`src/rtl/fetch_unit.sv`:
```
// fetch_unit: instruction fetch stage feeding the fetch/decode register.
// Issues one outstanding request at a time to instruction memory and buffers
// returned words with their next_pc in a small FIFO. Redirects flush the FIFO
// and discard any in-flight response.
// Optional build macro FETCH_PERF_CNT_EN adds perf_fetched / perf_dropped.
//
// imem handshake: imem_req/imem_addr are registered and, once raised, stay
// stable until a cycle with imem_ack=1; imem_req && imem_ack in a cycle means
// the request completes and imem_rdata is valid in that same cycle. Output
// side: an entry transfers when out_valid && out_ready at a clock edge.
module fetch_unit #(
    parameter logic [31:0] RESET_PC   = 32'h0000_0000,
    parameter int          FIFO_DEPTH = 2
) (
    input  logic        clk,
    input  logic        reset_n,
    output logic        imem_req,
    output logic [31:0] imem_addr,
    input  logic        imem_ack,
    input  logic [31:0] imem_rdata,
    input  logic        redirect,
    input  logic [31:0] redirect_pc,
    input  logic        out_ready,
    output logic        out_valid,
    output logic [31:0] out_ins,
    output logic [31:0] out_next_pc
`ifdef FETCH_PERF_CNT_EN
    ,
    output logic [31:0] perf_fetched,
    output logic [31:0] perf_dropped
`endif
);

    localparam int PTR_W = (FIFO_DEPTH > 1) ? $clog2(FIFO_DEPTH) : 1;
    localparam int CNT_W = PTR_W + 1;
    localparam logic [CNT_W-1:0] DEPTH_C = CNT_W'(FIFO_DEPTH);

    // IDLE: nothing outstanding; REQ: request for fetch_pc outstanding;
    // DROP: request outstanding whose response must be thrown away.
    typedef enum logic [1:0] {
        IDLE = 2'd0,
        REQ  = 2'd1,
        DROP = 2'd2
    } state_t;

    state_t            state;
    state_t            state_next;
    logic [31:0]       fetch_pc;
    logic [31:0]       fetch_pc_next;
    logic [31:0]       addr_next;
    logic [31:0]       target;
    logic [31:0]       seq_pc;

    logic [31:0]       ins_mem [FIFO_DEPTH];
    logic [31:0]       npc_mem [FIFO_DEPTH];
    logic [PTR_W-1:0]  rd_ptr;
    logic [PTR_W-1:0]  wr_ptr;
    logic [CNT_W-1:0]  count;
    logic [CNT_W-1:0]  count_next;

    logic              ack_taken;
    logic              push;
    logic              pop;
    logic              has_room;

    // During DROP fetch_pc already holds the redirect target, so it doubles
    // as the latched target for the request issued after the stale ack.
    assign target    = redirect_pc & ~32'h3;
    assign seq_pc    = fetch_pc + 32'd4;
    assign ack_taken = imem_req && imem_ack;
    assign push      = ack_taken && (state == REQ) && !redirect;
    assign pop       = out_valid && out_ready && !redirect;
    assign count_next = redirect ? '0 : (count + CNT_W'(push) - CNT_W'(pop));
    assign has_room  = count_next < DEPTH_C;

    // FSM state register plus request address / fetch PC
    always_ff @(posedge clk) begin
        if (!reset_n) begin
            state     <= IDLE;
            fetch_pc  <= RESET_PC;
            imem_addr <= RESET_PC;
        end else begin
            state     <= state_next;
            fetch_pc  <= fetch_pc_next;
            imem_addr <= addr_next;
        end
    end

    // FSM next-state: redirect first, then ack handling, then refill
    always_comb begin
        state_next = state;
        case (state)
            IDLE: begin
                if (redirect || has_room) state_next = REQ;
            end
            REQ: begin
                if (redirect)      state_next = imem_ack ? REQ : DROP;
                else if (imem_ack) state_next = has_room ? REQ : IDLE;
            end
            DROP: begin
                if (imem_ack) state_next = REQ;
            end
            default: state_next = IDLE;
        endcase
    end

    // FSM outputs: request strobe, next fetch PC and next request address
    always_comb begin
        imem_req      = (state != IDLE);
        fetch_pc_next = fetch_pc;
        if (redirect)  fetch_pc_next = target;
        else if (push) fetch_pc_next = seq_pc;
        // A new request (or the held one in REQ, where fetch_pc == imem_addr)
        // always targets fetch_pc; otherwise the address is held.
        addr_next = (state_next == REQ) ? fetch_pc_next : imem_addr;
    end

    // FIFO pointers and occupancy; redirect empties the FIFO
    always_ff @(posedge clk) begin
        if (!reset_n || redirect) begin
            rd_ptr <= '0;
            wr_ptr <= '0;
            count  <= '0;
        end else begin
            if (push) wr_ptr <= wr_ptr + PTR_W'(1);
            if (pop)  rd_ptr <= rd_ptr + PTR_W'(1);
            count <= count_next;
        end
    end

    // FIFO storage write: instruction word and its fall-through PC
    always_ff @(posedge clk) begin
        if (reset_n && push) begin
            ins_mem[wr_ptr] <= imem_rdata;
            npc_mem[wr_ptr] <= seq_pc;
        end
    end

    assign out_valid   = (count != '0);
    assign out_ins     = out_valid ? ins_mem[rd_ptr] : 32'd0;
    assign out_next_pc = out_valid ? npc_mem[rd_ptr] : 32'd0;

`ifdef FETCH_PERF_CNT_EN
    logic        discard;
    logic [31:0] drop_inc;

    function automatic logic [31:0] sat_add(input logic [31:0] a, input logic [31:0] b);
        logic [32:0] s;
        s = {1'b0, a} + {1'b0, b};
        return s[32] ? 32'hFFFF_FFFF : s[31:0];
    endfunction

    // A response is discarded when it lands in DROP or alongside a redirect;
    // a redirect also throws away every buffered entry.
    assign discard  = ack_taken && ((state == DROP) || redirect);
    assign drop_inc = 32'(discard) + (redirect ? 32'(count) : 32'd0);

    // Saturating event counters
    always_ff @(posedge clk) begin
        if (!reset_n) begin
            perf_fetched <= 32'd0;
            perf_dropped <= 32'd0;
        end else begin
            perf_fetched <= sat_add(perf_fetched, 32'(push));
            perf_dropped <= sat_add(perf_dropped, drop_inc);
        end
    end
`endif

endmodule

```
`config.mk`:
```
export PLATFORM = sky130hd
export DESIGN_NAME = fetch_unit
export DESIGN_NICKNAME = d
export VERILOG_FILES = /design/src/rtl/fetch_unit.sv
export SDC_FILE = /design/constraint.sdc
export NUM_CORES = 1
export LEC_CHECK = 0
export ABC_CLOCK_PERIOD_IN_PS = 8950
export CAP_MARGIN = 10
export CORE_AREA = 2 2 131 133
export CTS_CLUSTER_DIAMETER = 150
export DETAILED_ROUTE_END_ITERATION = 8
export DIE_AREA = 0 0 133 135
export HOLD_SLACK_MARGIN = 0.12
export PLACE_DENSITY = 0.88
export SLEW_MARGIN = 20
export SYNTH_ARGS = -nofsm -noshare
export SYNTH_HDL_FRONTEND = slang
export SYNTH_SLANG_ARGS = --single-unit
```
`constraint.sdc`:
```
create_clock -name clk -period 8.95 [get_ports clk]
set_input_delay 2.685 -clock clk [delete_from_list [all_inputs] [get_ports clk]]
set_output_delay 2.685 -clock clk [all_outputs]
set_load 0.02 [all_outputs]
```
# == Yosys cells after proc, flatten, opt, wreduce, memory -nomap -nowiden ==
# Memory sizes are Yosys's and may differ from the RTL's. A register that Yosys moved wholly into a read port is not among the register bits.
# Index checks and enable logic that the tools add are counted.
# word_totals
ff_bits,70
ramBits,128
in_bits,69
word_cells,48
memories,2
# op_classes
add_sub_neg,5
order_cmp,1
eq_ne,3
muxes,18
reduce_logical,13
# mem_list
name,depth,word_bits,rd,rd_clocked_by_memory_dff,wr,line_no,source
ins_mem,2,32,1,1,1,54,logic [31:0] ins_mem [FIFO_DEPTH];
npc_mem,2,32,1,1,1,55,logic [31:0] npc_mem [FIFO_DEPTH];
# op_table
operator,count
$mux 32,4
$add 32x3->32 const B,1
$mux 2,6
$mux 1,7
$logic_and 1x1->1,6
$pmux 2 s3,1
$eq 2x1->1 const B,2
$reduce_bool 2->1,2
$add 1x1->1 const B,2
$add 2x1->2,1
$eq 2x2->1 const B,1
$logic_not 1->1,2
$logic_not 2->1,1
$logic_or 1x1->1,2
$lt 2x2->1 const B,1
$sub 2x1->2,1

# == Longest topological paths before layout ==
# depth
word_depth,13
depth_mapped,14

# == Least setup slack after synthesis ==
# No wires, ideal clock.
# synth_path
kind,input to register
start,input port imem_ack
end,"memory ins_mem[0][0], enable pin"
arrival_ps,7639
required_time_ps,8385
path_slack_ps,746
cell_stages,5
cell_sequence,buf_2 nand3b_1 nor2_1 inv_1 nor3_1
# synth_between
elab_chain_len,6
# synth_rtl
item,line_no,source
"start, declared",19,"input logic imem_ack,"
$logic_and 1x1->1,70,assign ack_taken = imem_req && imem_ack;
$logic_and 1x1->1 (2 in series),71,assign push = ack_taken && (state == REQ) && !redirect;
$logic_and 1x1->1,133,if (reset_n && push) begin
$mux 1,133,
$mux 1 (implied by the code),134,ins_mem[wr_ptr] <= imem_rdata;
"end, declared",54,
# Every way passes these cells.

# == Worst setup path in the final report ==
# layout_path
start,input port imem_ack
end,register imem_addr[17]
# layout_between
elab_chain_len,12
elab_cells_between_ends,18
classes_between,2 x add/sub; 1 x order compare; 1 x eq/ne; 10 x mux; 4 x reduce/logical
# layout_rtl
item,line_no,source
$logic_and 1x1->1,70,
$logic_and 1x1->1 (2 in series),71,
$add 2x1->2,73,assign count_next = redirect ? '0 : (count + CNT_W'(push) - CNT_W'(pop));
$sub 2x1->2,73,
$mux 2,73,
$lt 2x2->1,74,assign has_room = count_next < DEPTH_C;
$mux 1,98,else if (imem_ack) state_next = has_room ? REQ : IDLE;
$mux 2,98,
$mux 2,97,if (redirect) state_next = imem_ack ? REQ : DROP;
$pmux 2 s3,92,case (state)
$eq 2x1->1,115,addr_next = (state_next == REQ) ? fetch_pc_next : imem_addr;
"end signal, assigned",85,imem_addr <= addr_next;
"end, declared",18,"output logic [31:0] imem_addr,"
# Parallel ways exist; a longest one is shown, timed or not.
# A chain may end at the register's enable or synchronous reset.

==> results.tsv <==
metric	value	unit
pwr_density_cell	179	nW/um^2
hold_viol	0	
drt-wirelength-per-cell	17.0	um
hp-class	reg -> reg	
hold_buffers	0	
netlist.area_leader.share	45.3	%
crit_start	imem_ack	
ioPinCount	167	
finalWirelength	18500	um
gp_congestion	0.858	
htree_levels	4	
dp_slack	2.48	ns
power.clock.fraction	37.5	%
root_buffer	clkbuf_16	
setup_ws	2.81	ns
grt_setup_unrepaired	false	
yosysTopAreaCell	edfxtp_1	
swShare	23.5	%
synth-seq-area-share	62.0	%
p_int	1.48	mW
core-area	16400	um^2
crit_type	in -> reg	
syn-num-nets	785	
slew-limit-headroom	43.0	%
clock_path_buffers	2	
final_nets	927	
min_period	6.14	ns
netSwitchingPower	457	uW
final_core_utilization	66.2	%
postCtsSetupBuffers	0	
hpwl	12100	um
arrival	6.48	ns
max_freq	163	MHz
maxCapViolations	0	
antenna_cells	0	
outcome	completed	
synth_cell_types	55	
worstSetupStartpointType	primary input	
cts_resized	0	
track_usage	21.0	%
cts_tree	yes	
slew_violations	0	
setup_viol	0	
cts_num_sinks	199	
grt_pass1_wl	29300	um
clock_latency	0.43	ns
final_layout_size_suffix_gt1_share	6.57	%
via_count	5972	
drt-initial-drc-count	494	
syn_area	8490	um^2
grt_pass1_vias	5722	
seq_power_share	53.2	%
die_h	135	um
cts_buffers	17	
synthTopCellsByArea	edfxtp_1 45%, dfxtp_1 17%, mux2i_1 7.7%, nor2_1 4.8%, xor2_1 2.2%	
rr_startpoint	state[0]	
grt_overflow	0	
die_x	133	um
synthArstFlopShare	0	%
yosysMostFrequentCell	edfxtp_1	
synth-edff-count	128	
netlist_instances	713	
initial_core_util	51.7	%
final.setup_skew	0.0110	ns
firstDrtPassIters	5	
path_clk_slew	0.07	ns
synth_common_cells	128 x edfxtp_1, 109 x nor2_1, 71 x dfxtp_1, 65 x mux2i_1, 30 x nand3_1	
post-route-drc-count	0	
fp-row-count	47	
ir_drop	0.000151	V
fin_tns_setup	0	ns
p_leak	3.75	nW
required	9.29	ns
end_kind	flop	
syn_avg_cell_area	11.9	um^2
port_buffers	164	
yosys_warnings	0	
die_area	18000	um^2
crit_path_max_fanout	19	
worst_slew_pin_slew	0.855	ns
vias_per_cell	5.49	
hold_start	fetch_pc[1]	
fin_crit_sh	68.6	%
grt_max_degree	66	
ys.flop_type	edfxtp_1	
antenna_found_initial	0	
combPwrFrac	9.3	%
syn2layout_area_growth	27.9	%
ant_nets	0	
ys_ff_latch	199	
==> critical path, cell delays in order <==
cell             delay [ns]
clkdlybuf4s50_1        0.64
nand3b_1               0.56
nor2_1                 0.36
inv_1                  0.11
ha_1                   0.29
inv_1                  0.04
ha_1                   0.18
xor2_1                 0.18
xnor2_1                0.37
o221a_2                0.47
nand2_1                0.28
o31ai_1                0.31
==> path summary, 6_finish.rpt <==
| kind | to | slack [ns] | cells past startpoint |
|---|---|---|---|
| worst max-delay path | imem_addr[17] | 2.81 | 12 |
| worst min-delay path | npc_mem[0][1] | 0.46 | 0 |
| worst max register to register | imem_addr[17] | 5.26 | 11 |
| worst min register to register | npc_mem[0][1] | 0.46 | 0 |
==> power by group through the flow <==
stage	sequential (mW)	combinational, mW	clock (mW)
after global routing	1.04	0.194	0.784
final	1.03	0.180	0.728
after floorplan	1.06	0.0849	0
after global placement	1.05	0.173	0
after CTS	1.03	0.180	0.744
after detailed placement	1.05	0.178	0
==> final cells by class <==
class / instances / area (um^2)
Multi-Input combinational cell: 455 / 3000
Tap cell: 220 / 275
Sequential cell: 199 / 5270
Clock inverter: 14 / 133
Inverter: 11 / 41.3
Clock buffer: 18 / 429
Fill cell: 1225 / 5550
Timing Repair Buffer: 171 / 1710
==> routing by layer <==
layer | part of all wire [%] | routed length (um) | up-vias | global-route usage, %
met1 | 44 | 8180 | 2806 | 27.9
met5 | 0 | 0 | - | 0
li1 | - | - | 2916 | -
met2 | 48 | 8840 | 227 | 33.8
met3 | 5.9 | 1100 | 23 | 4.99
met4 | 2.0 | 363 | 0 | 7.59
==> stage by stage <==
stage,cells,cell area (um^2),power (mW),hold slack [ns]
2_1_floorplan,713,8490,1.14,0.418
3_3_place_gp,1055,10300,1.23,0.429
3_5_place_dp,1055,10300,1.23,0.439
4_1_cts,1087,10800,1.96,0.460
5_1_grt,1088,10900,2.01,0.471
6_report,1088,10900,1.94,0.464
==> sequential cells by signal, indices dropped and copies added (netlist names), named ones only <==
register	count
ins_mem	64
count	2
fetch_pc	32
wr_ptr	1
state	2
imem_addr	32
rd_ptr	1
npc_mem	64
==> cells by family (layout without fill, tap and decap cells) <==
group           Yosys count  count (layout)  share of synthesized area (%)
compound gates           86              86                           7.37
xor+xnor                 40              40                           4.13
fa+ha+maj                 3               3                          0.442
buf+inv                  59             214                           2.89
flops                   199             199                           62.0
mux                      67              67                           7.93
simple gates            259             259                           15.2
==> cells in the final DEF, fill, tap and decap left out, types with 6 or more instances in the layout <==
cell	Yosys	routed
o31ai_1	20	20
nand3_1	30	30
nand4_1	15	15
a21oi_1	8	8
inv_6	0	6
o21ai_0	16	16
dfxtp_1	71	70
xor2_1	21	21
nor4_1	11	11
mux2i_1	65	65
and3_1	21	20
xnor2_1	19	19
nor2_1	109	108
and4_1	8	8
clkdlybuf4s50_1	0	164
clkbuf_16	0	17
inv_1	10	9
buf_4	1	6
edfxtp_1	128	128
nand2_1	25	25
a21o_1	10	10
nor3_1	20	19
Note: power is estimated with default switching activity, not from simulation.
